### config.mk
export PLATFORM = sky130hd
export DESIGN_NAME = comparator_sort_ctrl_flat
export DESIGN_NICKNAME = d
export VERILOG_FILES = /design/src/rtl/comparator_sort_ctrl_if.sv /design/src/rtl/comparator_sort_ctrl.sv /design/src/flat_wrapper.sv
export SDC_FILE = /design/constraint.sdc
export NUM_CORES = 1
export LEC_CHECK = 0
export CAP_MARGIN = 20
export CORE_ASPECT_RATIO = 1.4
export CORE_MARGIN = 1
export CORE_UTILIZATION = 23
export DETAILED_ROUTE_END_ITERATION = 10
export MAX_ROUTING_LAYER = met4
export SLEW_MARGIN = 5
export SYNTH_ARGS = -nofsm -noshare
export SYNTH_HDL_FRONTEND = slang
export SYNTH_SLANG_ARGS = --single-unit
### constraint.sdc
create_clock -name i_clk -period 2.55 [get_ports i_clk]
set_clock_uncertainty 0.1 [all_clocks]
set_input_delay 0.3825 -clock i_clk [delete_from_list [all_inputs] [get_ports i_clk]]
set_output_delay 0.3825 -clock i_clk [all_outputs]
set_load 0.01 [all_outputs]
### src/rtl/comparator_sort_ctrl_if.sv
// Handshake and comparator bus between a word source, the sort sequencer and
// an external magnitude comparator.
interface comparator_sort_ctrl_if #(
    parameter int N = 4,
    parameter int W = 4
);
    logic           start;
    logic [N*W-1:0] data_in;
    logic           cmp_eq;
    logic           cmp_gt;
    logic           cmp_sm;
    logic [W-1:0]   cmp_a;
    logic [W-1:0]   cmp_b;
    logic           busy;
    logic           done;
    logic [N*W-1:0] data_out;
    logic [7:0]     swap_cnt;
    logic           cmp_err;

    modport master (
        output start, data_in, cmp_eq, cmp_gt, cmp_sm,
        input  cmp_a, cmp_b, busy, done, data_out, swap_cnt, cmp_err
    );

    modport slave (
        input  start, data_in, cmp_eq, cmp_gt, cmp_sm,
        output cmp_a, cmp_b, busy, done, data_out, swap_cnt, cmp_err
    );
endinterface

### src/rtl/comparator_sort_ctrl.sv
// Bubble-sort sequencer for N unsigned W-bit words using one shared external
// magnitude comparator, with start/busy/done handshake.
module comparator_sort_ctrl #(
    parameter int N = 4,
    parameter int W = 4
) (
    input  logic                  i_clk,
    input  logic                  i_rst,
    comparator_sort_ctrl_if.slave sif
);
    localparam int            IW   = (N > 2) ? $clog2(N) : 1;
    localparam logic [IW-1:0] LAST = IW'(N - 2);

    typedef enum logic [1:0] {
        S_IDLE = 2'd0,
        S_CMP  = 2'd1,
        S_DONE = 2'd2
    } state_t;

    state_t         r_state;
    logic [N*W-1:0] r_words;
    logic [N*W-1:0] r_data_out;
    logic [IW-1:0]  r_idx;
    logic [IW-1:0]  r_pass;
    logic           r_pass_swapped;
    logic           r_busy;
    logic           r_done;
    logic           r_cmp_err;
    logic [7:0]     r_swap_cnt;

    logic [W-1:0]   w_a;
    logic [W-1:0]   w_b;
    logic           w_onehot;
    logic           w_swap;
    logic           w_end_pass;
    logic           w_finish;
    logic [N*W-1:0] w_words_nxt;

    assign w_a = r_words[int'(r_idx)*W +: W];
    assign w_b = r_words[(int'(r_idx) + 1)*W +: W];

    assign sif.cmp_a    = (r_state == S_CMP) ? w_a : {W{1'b0}};
    assign sif.cmp_b    = (r_state == S_CMP) ? w_b : {W{1'b0}};
    assign sif.busy     = r_busy;
    assign sif.done     = r_done;
    assign sif.data_out = r_data_out;
    assign sif.swap_cnt = r_swap_cnt;
    assign sif.cmp_err  = r_cmp_err;

    // Flag decode and the word vector as it stands after the current compare;
    // done loads data_out from this so the final swap is already included.
    always_comb begin
        case ({sif.cmp_eq, sif.cmp_gt, sif.cmp_sm})
            3'b100, 3'b010, 3'b001: w_onehot = 1'b1;
            default:                w_onehot = 1'b0;
        endcase
        w_swap      = (r_state == S_CMP) && w_onehot && sif.cmp_gt;
        w_words_nxt = r_words;
        if (w_swap) begin
            w_words_nxt[int'(r_idx)*W +: W]         = w_b;
            w_words_nxt[(int'(r_idx) + 1)*W +: W]   = w_a;
        end else begin
            w_words_nxt = r_words;
        end
        w_end_pass = (r_idx == LAST);
        w_finish   = w_end_pass && (!(r_pass_swapped || w_swap) || (r_pass == LAST));
    end

    // Sequencer: IDLE -> CMP (one compare per cycle) -> DONE pulse -> IDLE.
    always_ff @(posedge i_clk) begin
        if (i_rst) begin
            r_state        <= S_IDLE;
            r_words        <= {(N*W){1'b0}};
            r_data_out     <= {(N*W){1'b0}};
            r_idx          <= {IW{1'b0}};
            r_pass         <= {IW{1'b0}};
            r_pass_swapped <= 1'b0;
            r_busy         <= 1'b0;
            r_done         <= 1'b0;
            r_cmp_err      <= 1'b0;
            r_swap_cnt     <= 8'd0;
        end else begin
            r_done <= 1'b0;
            case (r_state)
                S_IDLE: begin
                    if (sif.start) begin
                        r_words        <= sif.data_in;
                        r_idx          <= {IW{1'b0}};
                        r_pass         <= {IW{1'b0}};
                        r_pass_swapped <= 1'b0;
                        r_swap_cnt     <= 8'd0;
                        r_cmp_err      <= 1'b0;
                        r_busy         <= 1'b1;
                        r_state        <= S_CMP;
                    end
                end
                S_CMP: begin
                    r_words <= w_words_nxt;
                    if (w_swap) begin
                        r_pass_swapped <= 1'b1;
                        if (r_swap_cnt != 8'hFF) begin
                            r_swap_cnt <= r_swap_cnt + 8'd1;
                        end
                    end
                    if (!w_onehot) begin
                        r_cmp_err <= 1'b1;
                    end
                    if (!w_end_pass) begin
                        r_idx <= r_idx + 1'b1;
                    end else if (w_finish) begin
                        r_state    <= S_DONE;
                        r_busy     <= 1'b0;
                        r_done     <= 1'b1;
                        r_data_out <= w_words_nxt;
                    end else begin
                        r_pass         <= r_pass + 1'b1;
                        r_idx          <= {IW{1'b0}};
                        r_pass_swapped <= 1'b0;
                    end
                end
                S_DONE: begin
                    r_state <= S_IDLE;
                end
                default: begin
                    r_state <= S_IDLE;
                    r_busy  <= 1'b0;
                end
            endcase
        end
    end
endmodule
### src/flat_wrapper.sv
// flat-port wrapper written by rule: the top's interface ports become plain ports
module comparator_sort_ctrl_flat 
#(
    parameter int N = 4,
    parameter int W = 4
)
  (i_clk, i_rst, sif_start, sif_data_in, sif_cmp_eq, sif_cmp_gt, sif_cmp_sm, sif_cmp_a, sif_cmp_b, sif_busy, sif_done, sif_data_out, sif_swap_cnt, sif_cmp_err);
  comparator_sort_ctrl_if #(.N(N), .W(W)) sif_i ();
  input  logic i_clk;
  input  logic i_rst;
  input wire logic [$bits(sif_i.start)-1:0] sif_start;
  input wire logic [$bits(sif_i.data_in)-1:0] sif_data_in;
  input wire logic [$bits(sif_i.cmp_eq)-1:0] sif_cmp_eq;
  input wire logic [$bits(sif_i.cmp_gt)-1:0] sif_cmp_gt;
  input wire logic [$bits(sif_i.cmp_sm)-1:0] sif_cmp_sm;
  output wire logic [$bits(sif_i.cmp_a)-1:0] sif_cmp_a;
  output wire logic [$bits(sif_i.cmp_b)-1:0] sif_cmp_b;
  output wire logic [$bits(sif_i.busy)-1:0] sif_busy;
  output wire logic [$bits(sif_i.done)-1:0] sif_done;
  output wire logic [$bits(sif_i.data_out)-1:0] sif_data_out;
  output wire logic [$bits(sif_i.swap_cnt)-1:0] sif_swap_cnt;
  output wire logic [$bits(sif_i.cmp_err)-1:0] sif_cmp_err;
  assign sif_i.start = sif_start;
  assign sif_i.data_in = sif_data_in;
  assign sif_i.cmp_eq = sif_cmp_eq;
  assign sif_i.cmp_gt = sif_cmp_gt;
  assign sif_i.cmp_sm = sif_cmp_sm;
  assign sif_cmp_a = sif_i.cmp_a;
  assign sif_cmp_b = sif_i.cmp_b;
  assign sif_busy = sif_i.busy;
  assign sif_done = sif_i.done;
  assign sif_data_out = sif_i.data_out;
  assign sif_swap_cnt = sif_i.swap_cnt;
  assign sif_cmp_err = sif_i.cmp_err;
  comparator_sort_ctrl #(.N(N), .W(W)) u_core (.i_clk(i_clk), .i_rst(i_rst), .sif(sif_i));
endmodule
==> run summary, run 1 <==
Status - complete, no violations
Main combinational cell family by area after synthesis - compound AO/OA/AOI/OAI gates
Clock Tree Root - clkbuf_16
WHS Endpoint - u_core.sif.data_out[8]
Final Setup Violations - 0
Critical Path RT - 2.07 ns
Initial Util - 0.2388
Post-synthesis cell type count - 48
Measured slew at the worst slew-check pin - 0.5118 ns
Worst VDD drop - 0.2295 mV
1st-iter DRT viols - 198
Synth Warn # - 0
Lkg Pwr - 1.347 nW
Syn_nets - 360
Yosys top cell area share - 0.3660
Die ar. - 0.01234 mm²
Worst skew pair latency - 0.29 ns
Number of synthesized flops with an enable pin - 0
RSZ-0062 raised after global routing - false
WL met1 - 3541 µm
Placed cell area - 0.003556 mm²
Kind of end point of the critical path - output pin
Total CTS buffers - 5
Fin. max-slew vios - 0
Vias in the first global route - 2,627
Cts hold-fix bufs - 0
Final Hold Fails - 0
Fraction of layout cells with a size suffix above 1 - 0.1256
Synth Area in Adders - 0.05032
DR top layer - met4
ANT nets after route - 0
R2R cell count - 8
Worst r2r dst - u_core.sif.data_out[4]
Synth Instances - 327
Setup crit start kind - flop
Largest net degree at the start of global routing - 25
Post-Synth Simple-Gate Area - 0.2173
Initial antenna violation count - 0
Metal3 WL - 329 µm
Routability congestion estimate - 0.8467
Synth Flop Type - dfxtp_1
Post-route setup TNS - 0 ns
GRT Total Usage - 0.1441
Met2 wire len - 4174 µm
Compound-cell area share of the yosys netlist - 0.2708
Post-route cell area - 0.003749 mm²
Crit-path cells - buf_8 > mux2_2 > nor2_1 > nor3_1 > clkdlybuf4s50_1
H-tree levels - 2
Fmax - 0.4085 GHz
Xor/xnor share of the synthesized area - 0.01601
Clk slew on worst S/H paths - 0.07 ns
Die Ht - 131.0 µm
HP Class - flop to flop
Remaining DRCs - 0
PD cells - 509.1 mW/mm²
Core area - 0.01145 mm²
Max clock buf depth - 2
CP peak stage delay - 0.58 ns
Layout area overhead - 37.05%
CP Class - flop to output pin
R2r setup slk - 0.26 ns
Total wire length - 8259 µm
Final core occ - 0.3273
Via count - 2,729
Total gr overflow - 0
Postcts setup bufs - 0
Die span in x - 94.17 µm
CP max-delay cell - clkdlybuf4s50_1
I/O pin total - 57
Period utilisation layout - 0.9599
Drt wl/cell - 15.47 µm
Most area-consuming cells after synthesis - dfxtp_1 (37%), nor2_1 (6.3%), a22oi_1 (5.8%), ha_1 (5.0%), a21oi_1 (4.8%)
Slew HR - 0.6588
Arr. time, crit path - 1.97 ns
# clock sinks - 50
FFs w/ async S/R, synth - 0
CTS tree - built
Avg Vias per Cell - 5.110
Syn avg cell area - 8.364 µm²
#FFs+latches synth - 50
Hold Startpoint - u_core.sif.data_out[8]
R2r startpoint - u_core.r_idx[0]
Drt pass-1 iters - 4
MaxCap Viol Count - 0
Port Buffers - 56
Post-Syn Area - 0.002735 mm²
Hold depth - 2
DP HPWL - 6304 µm
Post-synthesis mux area share - 0.03156
Antenna cells - 0
Clock period minus worst slack - 2.448 ns
First-pass GRT wire length - 13,370 µm
Fin nets - 422
Post-synthesis sequential area ratio - 0.3660
Max Fanout on Critical Path - 16
Synth area leader - dfxtp_1
Std cell rows - 46
[Yosys cell counts (3+ instances only)]
| cell | n |
|---|---|
| clkbuf_1 | 15 |
| nor2b_1 | 15 |
| o22ai_1 | 8 |
| nor2_1 | 46 |
| a22oi_1 | 21 |
| a21oi_1 | 26 |
| nand2b_1 | 5 |
| a221o_1 | 4 |
| nor3_1 | 7 |
| mux2i_1 | 3 |
| nand3_1 | 4 |
| mux2_2 | 5 |
| xnor2_1 | 4 |
| buf_2 | 6 |
| o21ai_0 | 4 |
| nand2_1 | 18 |
| ha_1 | 11 |
| o211ai_1 | 10 |
| a211oi_1 | 15 |
| or3_1 | 3 |
| inv_1 | 7 |
| a221oi_1 | 8 |
| dfxtp_1 | 50 |
[cells in the final DEF (no fill, tap or decap), types with 7 or more instances in the layout]
cell type        count
nor2_1              45
ha_1                11
a21oi_1             26
clkdlybuf4s50_1     51
dfxtp_1             48
inv_1                7
nor3_1               7
nor2b_1             14
o22ai_1              8
buf_4               21
a22oi_1             21
o211ai_1            10
nand2_1             18
a221oi_1             8
a211oi_1            15
[layer usage]
layer  global-route usage  vias up
met4              0.06787        0
met3              0.02546       12
met2               0.2413       83
met1               0.1658     1309
met5                    -        -
li1                     -     1325
[repair_timing]
item | CTS | global route
cloned | 0 | 0
resized for setup | 3 | 8
setup endpoints to repair | 7 | 5
[cell type report]
| type | instances | area, µm² |
|---|---|---|
| Tap cell | 144 | 180.2 |
| Timing Repair Buffer | 79 | 765.7 |
| Clock buffer | 5 | 125.1 |
| Sequential cell | 50 | 1003 |
| Fill cell | 1177 | 7705 |
| Clock inverter | 3 | 40.04 |
| Multi-Input combinational cell | 246 | 1608 |
| Inverter | 7 | 26.28 |
[where the power goes]
part           internal (W)  switching, W  leakage [nW]
clock              0.000460      0.000301        0.0836
combinational      0.000143      0.000163         0.856
sequential         0.000808     0.0000331         0.407
[sequential cells by signal, summed over array words and instances (netlist names)]
signal	count
u_core.r_state	2
u_core.sif.cmp_err	1
u_core.sif.done	1
u_core.r_idx	2
u_core.r_words	16
u_core.sif.swap_cnt	8
u_core.sif.data_out	16
u_core.r_pass	2
u_core.r_pass_swapped	1
u_core.sif.busy	1
[critical path, delay by kind of cell (launching register included)]
family,cells,cell delay [ns]
buf+inv,2,0.74
flops,1,0.35
mux,1,0.29
simple gates,2,0.28
[kinds of logic (layout without fill, tap and decap cells)]
| family | count (synthesis) | count (layout) |
|---|---|---|
| compound gates | 106 | 106 |
| flops | 50 | 50 |
| simple gates | 116 | 116 |
| xor+xnor | 5 | 5 |
| buf+inv | 31 | 94 |
| mux | 8 | 8 |
| fa+ha+maj | 11 | 11 |
[through the flow]
stage	setup WS [ns]	power [W]	instances	hold WS, ns
2_1_floorplan	0.002579	0.001032	327	0.3646
3_3_place_gp	-0.05930	0.001157	526	0.3615
3_5_place_dp	-0.06693	0.001162	526	0.3625
4_1_cts	0.03985	0.001923	534	0.3715
5_1_grt	0.01164	0.001988	534	0.3940
6_report	0.1022	0.001908	534	0.3629
[how the worst max path moves through the flow]
stage	to	startpoint	slack [ns]	cells after the start
finish	sif_cmp_a[3]	u_core.r_idx[1]	0.10	5
global route	sif_cmp_a[0]	u_core.r_idx[1]	0.01	5
CTS	sif_cmp_b[1]	u_core.r_idx[1]	0.04	5
detailed placement	u_core.r_words[14]	sif_cmp_sm	-0.07	7
global placement	u_core.r_words[14]	sif_cmp_sm	-0.06	7
floorplan	u_core.sif.data_out[7]	u_core.r_idx[1]	0.003	8
No activity file was read; power rests on OpenSTA's default activity.
==> inputs of run 2 (changes only) <==
Settings changed: CORE_ASPECT_RATIO 1.4 to default.
==> run 2 against run 1 <==
Clock power is 1% higher. Power grew 0.32%. The flow now finishes with violations (design-rule violations). Largest power group unchanged. First-iteration DRC count down 34%. Global-route usage decreased by 0.68 points. Via count decreased by 1.8%. Critical path depth is the same. Combinational power about the same.
==> run summary, run 2 (synthesized netlist as in run 1, its figures left out) <==
Via count - 2,679
Std cell rows - 39
Largest net degree at the start of global routing - 25
R2r startpoint - u_core.r_idx[1]
Max clock buf depth - 2
Port Buffers - 56
Final Setup Violations - 0
PD cells - 513.3 mW/mm²
Hold depth - 2
1st-iter DRT viols - 131
Crit-path cells - buf_8 > mux2_2 > a22oi_1 > nor2_1 > clkdlybuf4s50_1
H-tree levels - 2
ANT nets after route - 0
Clk slew on worst S/H paths - 0.06 ns
Total wire length - 7947 µm
Final Non-Filler Cells - 530
Post-route setup TNS - 0 ns
# clock sinks - 50
Total gr overflow - 0
Worst r2r dst - u_core.sif.data_out[7]
Slew HR - 0.6990
R2R cell count - 7
Hold_ws - 0.3557 ns
Die Ht - 111.1 µm
First-pass GRT wire length - 13,250 µm
Layout area overhead - 36.37%
Clock period minus worst slack - 2.469 ns
I/O pin total - 57
Seq. cell area - 0.001006 mm²
Die ar. - 0.01233 mm²
Layout fillers - 1,221
Critical Path Start - u_core.r_idx[1]
Max Fanout on Critical Path - 15
Antenna cells - 0
MaxCap Viol Count - 0
WHS Endpoint - u_core.sif.data_out[10]
CTS tree - built
Most common cell after layout, fill and taps aside - clkdlybuf4s50_1
Final core occ - 0.3239
Routability congestion estimate - 0.8696
Worst VDD drop - 0.2091 mV
Status - finished, violations left
CP peak stage delay - 0.49 ns
Postcts setup bufs - 0
Clock Tree Root - clkbuf_16
Kind of end point of the critical path - output pin
Drt wl/cell - 14.99 µm
Avg Vias per Cell - 5.055
Lkg Pwr - 1.264 nW
Total CTS buffers - 5
Fin. max-slew vios - 0
Fmax - 0.4050 GHz
Worst skew pair latency - 0.29 ns
CP Class - flop to output pin
Hold Startpoint - u_core.sif.data_out[10]
Core area - 0.01152 mm²
Final Hold Fails - 0
Measured slew at the worst slew-check pin - 0.4515 ns
Setup crit start kind - flop
Post-Place Cells - 523
Drt pass-1 iters - 8
Failing checks - design-rule violations
Fraction of layout cells with a size suffix above 1 - 0.1292
Fin nets - 420
Multi-input gate area - 0.001622 mm²
Initial Util - 0.2375
Remaining DRCs - 16
GRT Total Usage - 0.1374
Kind of cell adding the most delay to the critical path - buffers and inverters
DP HPWL - 6173 µm
HP Class - flop to flop
Most frequent cells in the layout - clkdlybuf4s50_1 (55), dfxtp_1 (48), nor2_1 (45), a21oi_1 (25), a22oi_1 (21)
RSZ-0062 raised after global routing - false
Vias in the first global route - 2,602
Period utilisation layout - 0.9684
Initial antenna violation count - 0
Die span in x - 111.1 µm
R2r setup slk - 0.26 ns
CP bufs+invs - 2
Arr. time, crit path - 1.99 ns
Critical Path RT - 2.07 ns
CP max-delay cell - clkdlybuf4s50_1
run 2: timing repair:
action,in CTS,in global routing
setup endpoints to repair,7,11
gates resized for setup,3,9
hold buffers,0,0
run 2: metal layers:
metal  global-route usage  routed length, µm  up-vias
li1                     -                  -     1322
met5                    -                  0        -
met3              0.02788                368       15
met4              0.05405                158        0
met2               0.2235               3835       63
met1               0.1668               3585     1279
run 2: area by class of cell:
cell class / instances / area share
clock inverters: 1 / 0.008051
well taps: 143 / 0.04797
flip-flops and latches: 50 / 0.2697
multi-input cells: 246 / 0.4348
repair buffers: 77 / 0.1952
inverters: 7 / 0.007045
clock buffers: 6 / 0.03724
run 2: how the worst max path moves through the flow:
| stage | endpoint | cells past startpoint |
|---|---|---|
| 6_report | sif_cmp_b[2] | 5 |
| 5_1_grt | sif_cmp_b[1] | 5 |
| 4_1_cts | sif_cmp_b[0] | 5 |
| 3_5_place_dp | u_core.r_words[12] | 7 |
| 3_3_place_gp | u_core.r_words[12] | 7 |
| 2_1_floorplan | u_core.sif.data_out[7] | 8 |
run 2: power breakdown:
group,switching [W],leakage [nW],internal (W)
Sequential,0.0000311,0.408,0.000808
Combinational,0.000163,0.774,0.000144
Clock,0.000284,0.0829,0.000484
run 2: worst min-delay path: cells and delay by family, from the launching register on:
| family | cells | cell delay (ns) |
|---|---|---|
| DFF | 1 | 0.31 |
| and+or+nand+nor | 1 | 0.05 |
| AOI/OAI and AO/OA | 1 | 0.05 |
run 2: through the flow:
| step | total power, W | instance area (µm²) | worst slack [ns] |
|---|---|---|---|
| 2_1_floorplan | 0.001032 | 2735 | 0.002579 |
| 3_3_place_gp | 0.001155 | 3527 | 0.06431 |
| 3_5_place_dp | 0.001159 | 3527 | 0.01612 |
| 4_1_cts | 0.001927 | 3704 | 0.01946 |
| 5_1_grt | 0.001988 | 3730 | 0.0005078 |
| 6_report | 0.001914 | 3730 | 0.08058 |
==> inputs of run 3 (changes only) <==
Clock period 2.55 ns to 3.2 ns, I/O delays scaled along.
==> run 3 against run 2 <==
The run still ends with design-rule violations left. Worst hold slack improved by 0.0018 ns. First-iteration DRC count up 27%. Non-clock buffer count decreased by 13. Critical endpoint is now sif_cmp_b[1].
==> run summary, run 3 (synthesized netlist as in run 1, its figures left out) <==
Period utilisation layout - 0.9034
Fin. max-slew vios - 0
DP HPWL - 5939 µm
Max clock buf depth - 2
First-pass GRT wire length - 12,950 µm
HP Class - flop to flop
Postcts setup bufs - 0
Measured slew at the worst slew-check pin - 0.9199 ns
Layout fillers - 1,235
RSZ-0062 raised after global routing - false
Kind of end point of the critical path - output pin
Die ar. - 0.01233 mm²
Cts hold-fix bufs - 0
CP Class - flop to output pin
Via count - 2,594
Most frequent cells in the layout - clkdlybuf4s50_1 (56), dfxtp_1 (50), nor2_1 (46), a21oi_1 (26), a22oi_1 (21)
CP max-delay cell - dfxtp_1
Routability congestion estimate - 0.8256
PostCTS Resize Cnt - 0
Post-route setup TNS - 0 ns
Std cell rows - 39
Largest net degree at the start of global routing - 28
Die span in x - 111.1 µm
H-tree levels - 2
Remaining DRCs - 16
Final Hold Fails - 0
Fraction of layout cells with a size suffix above 1 - 0.07754
Max Fanout on Critical Path - 15
Die Ht - 111.1 µm
Worst VDD drop - 0.1907 mV
Critical Path RT - 2.62 ns
Worst skew pair latency - 0.28 ns
MaxCap Viol Count - 0
I/O pin total - 57
Layout area overhead - 31.56%
CTS tree - built
Initial antenna violation count - 0
Avg Vias per Cell - 5.017
Lkg Pwr - 1.178 nW
Total wire length - 7916 µm
Final Setup Violations - 0
Total CTS buffers - 5
Most common cell after layout, fill and taps aside - clkdlybuf4s50_1
Failing checks - design-rule violations
Clock Tree Root - clkbuf_16
Total gr overflow - 0
Post-Place Cells - 510
Drt pass-1 iters - 8
Clk slew on worst S/H paths - 0.06 ns
Crit-path cells - inv_1 > nor2_1 > a22oi_1 > nor2_1 > clkdlybuf4s50_1
PD cells - 420.0 mW/mm²
1st-iter DRT viols - 167
Status - finished, violations left
GRT Total Usage - 0.1346
Arr. time, crit path - 2.31 ns
# clock sinks - 50
Vias in the first global route - 2,527
Setup crit start kind - flop
Fin nets - 407
Crit-path most repeated cell - nor2_1
Antenna cells - 0
Slew HR - 0.3867
ANT nets after route - 0
Drt wl/cell - 15.31 µm
CP peak stage delay - 0.61 ns
Initial Util - 0.2375
Clock period minus worst slack - 2.891 ns
Core area - 0.01152 mm²
Fmax - 0.3459 GHz
Final Non-Filler Cells - 517
Port Buffers - 56
## run 3: cell types whose count changed in the layout (fill, tap and decap cells not counted), sizes merged
cell / before / now
clkdlybuf4s50: 55 / 56
buf: 21 / 8
dlymetal6s2s: 1 / 0
## run 3: cell type report
type | count | area (µm²) | share of cell area
Multi-Input combinational cell | 246 | 1603 | 0.4454
Sequential cell | 50 | 1001 | 0.2782
Timing Repair Buffer | 64 | 620.6 | 0.1725
Tap cell | 143 | 178.9 | 0.04972
Clock buffer | 6 | 138.9 | 0.03860
Clock inverter | 1 | 30.03 | 0.008345
Inverter | 7 | 26.28 | 0.007302
## run 3: metal layers
| layer | vias to the layer above | GRT usage | wire [µm] |
|---|---|---|---|
| li1 | 1294 | - | - |
| met1 | 1226 | 0.1631 | 3663 |
| met2 | 64 | 0.2252 | 3806 |
| met3 | 10 | 0.02788 | 328 |
| met4 | 0 | 0.03964 | 117 |
| met5 | - | - | 0 |
## run 3: worst max-delay path: cells and delay by family (launching register included)
family                 cells  cell delay [ns]
and+or+nand+nor            2             0.47
DFF                        1             0.61
buffers and inverters      2             0.84
AOI/OAI and AO/OA          1             0.11
## run 3: worst paths after layout
kind                                 from                 endpoint  slack, ns  cells after the start
setup / recovery          u_core.r_idx[0]             sif_cmp_b[1]       0.31                      5
setup reg to reg          u_core.r_idx[0]   u_core.sif.data_out[7]       0.41                      8
hold / removal    u_core.sif.data_out[11]  u_core.sif.data_out[11]       0.36                      2
hold reg to reg   u_core.sif.data_out[11]  u_core.sif.data_out[11]       0.36                      2
## run 3: stage by stage
step / total power [W] / hold WS (ns) / utilization / setup slack (ns) / instance area [µm²]
2_1_floorplan: 0.0008224 / 0.3646 / - / 0.6526 / 2735
3_3_place_gp: 0.0009107 / 0.3461 / 0.2978 / 0.4611 / 3430
3_5_place_dp: 0.0009151 / 0.3504 / 0.2978 / 0.3859 / 3430
4_1_cts: 0.001525 / 0.3598 / 0.3125 / 0.2881 / 3598
5_1_grt: 0.001573 / 0.3822 / 0.3125 / 0.09741 / 3598
6_report: 0.001511 / 0.3575 / 0.3125 / 0.3093 / 3598
## run 3: report_power, final
group	switching, W	leakage, nW	internal (W)	total, W
sequential	0.0000284	0.406	0.000644	0.000673
combinational	0.000124	0.689	0.000106	0.000230
clock	0.000223	0.0829	0.000386	0.000609
total	0.000375	1.18	0.00114	0.00151
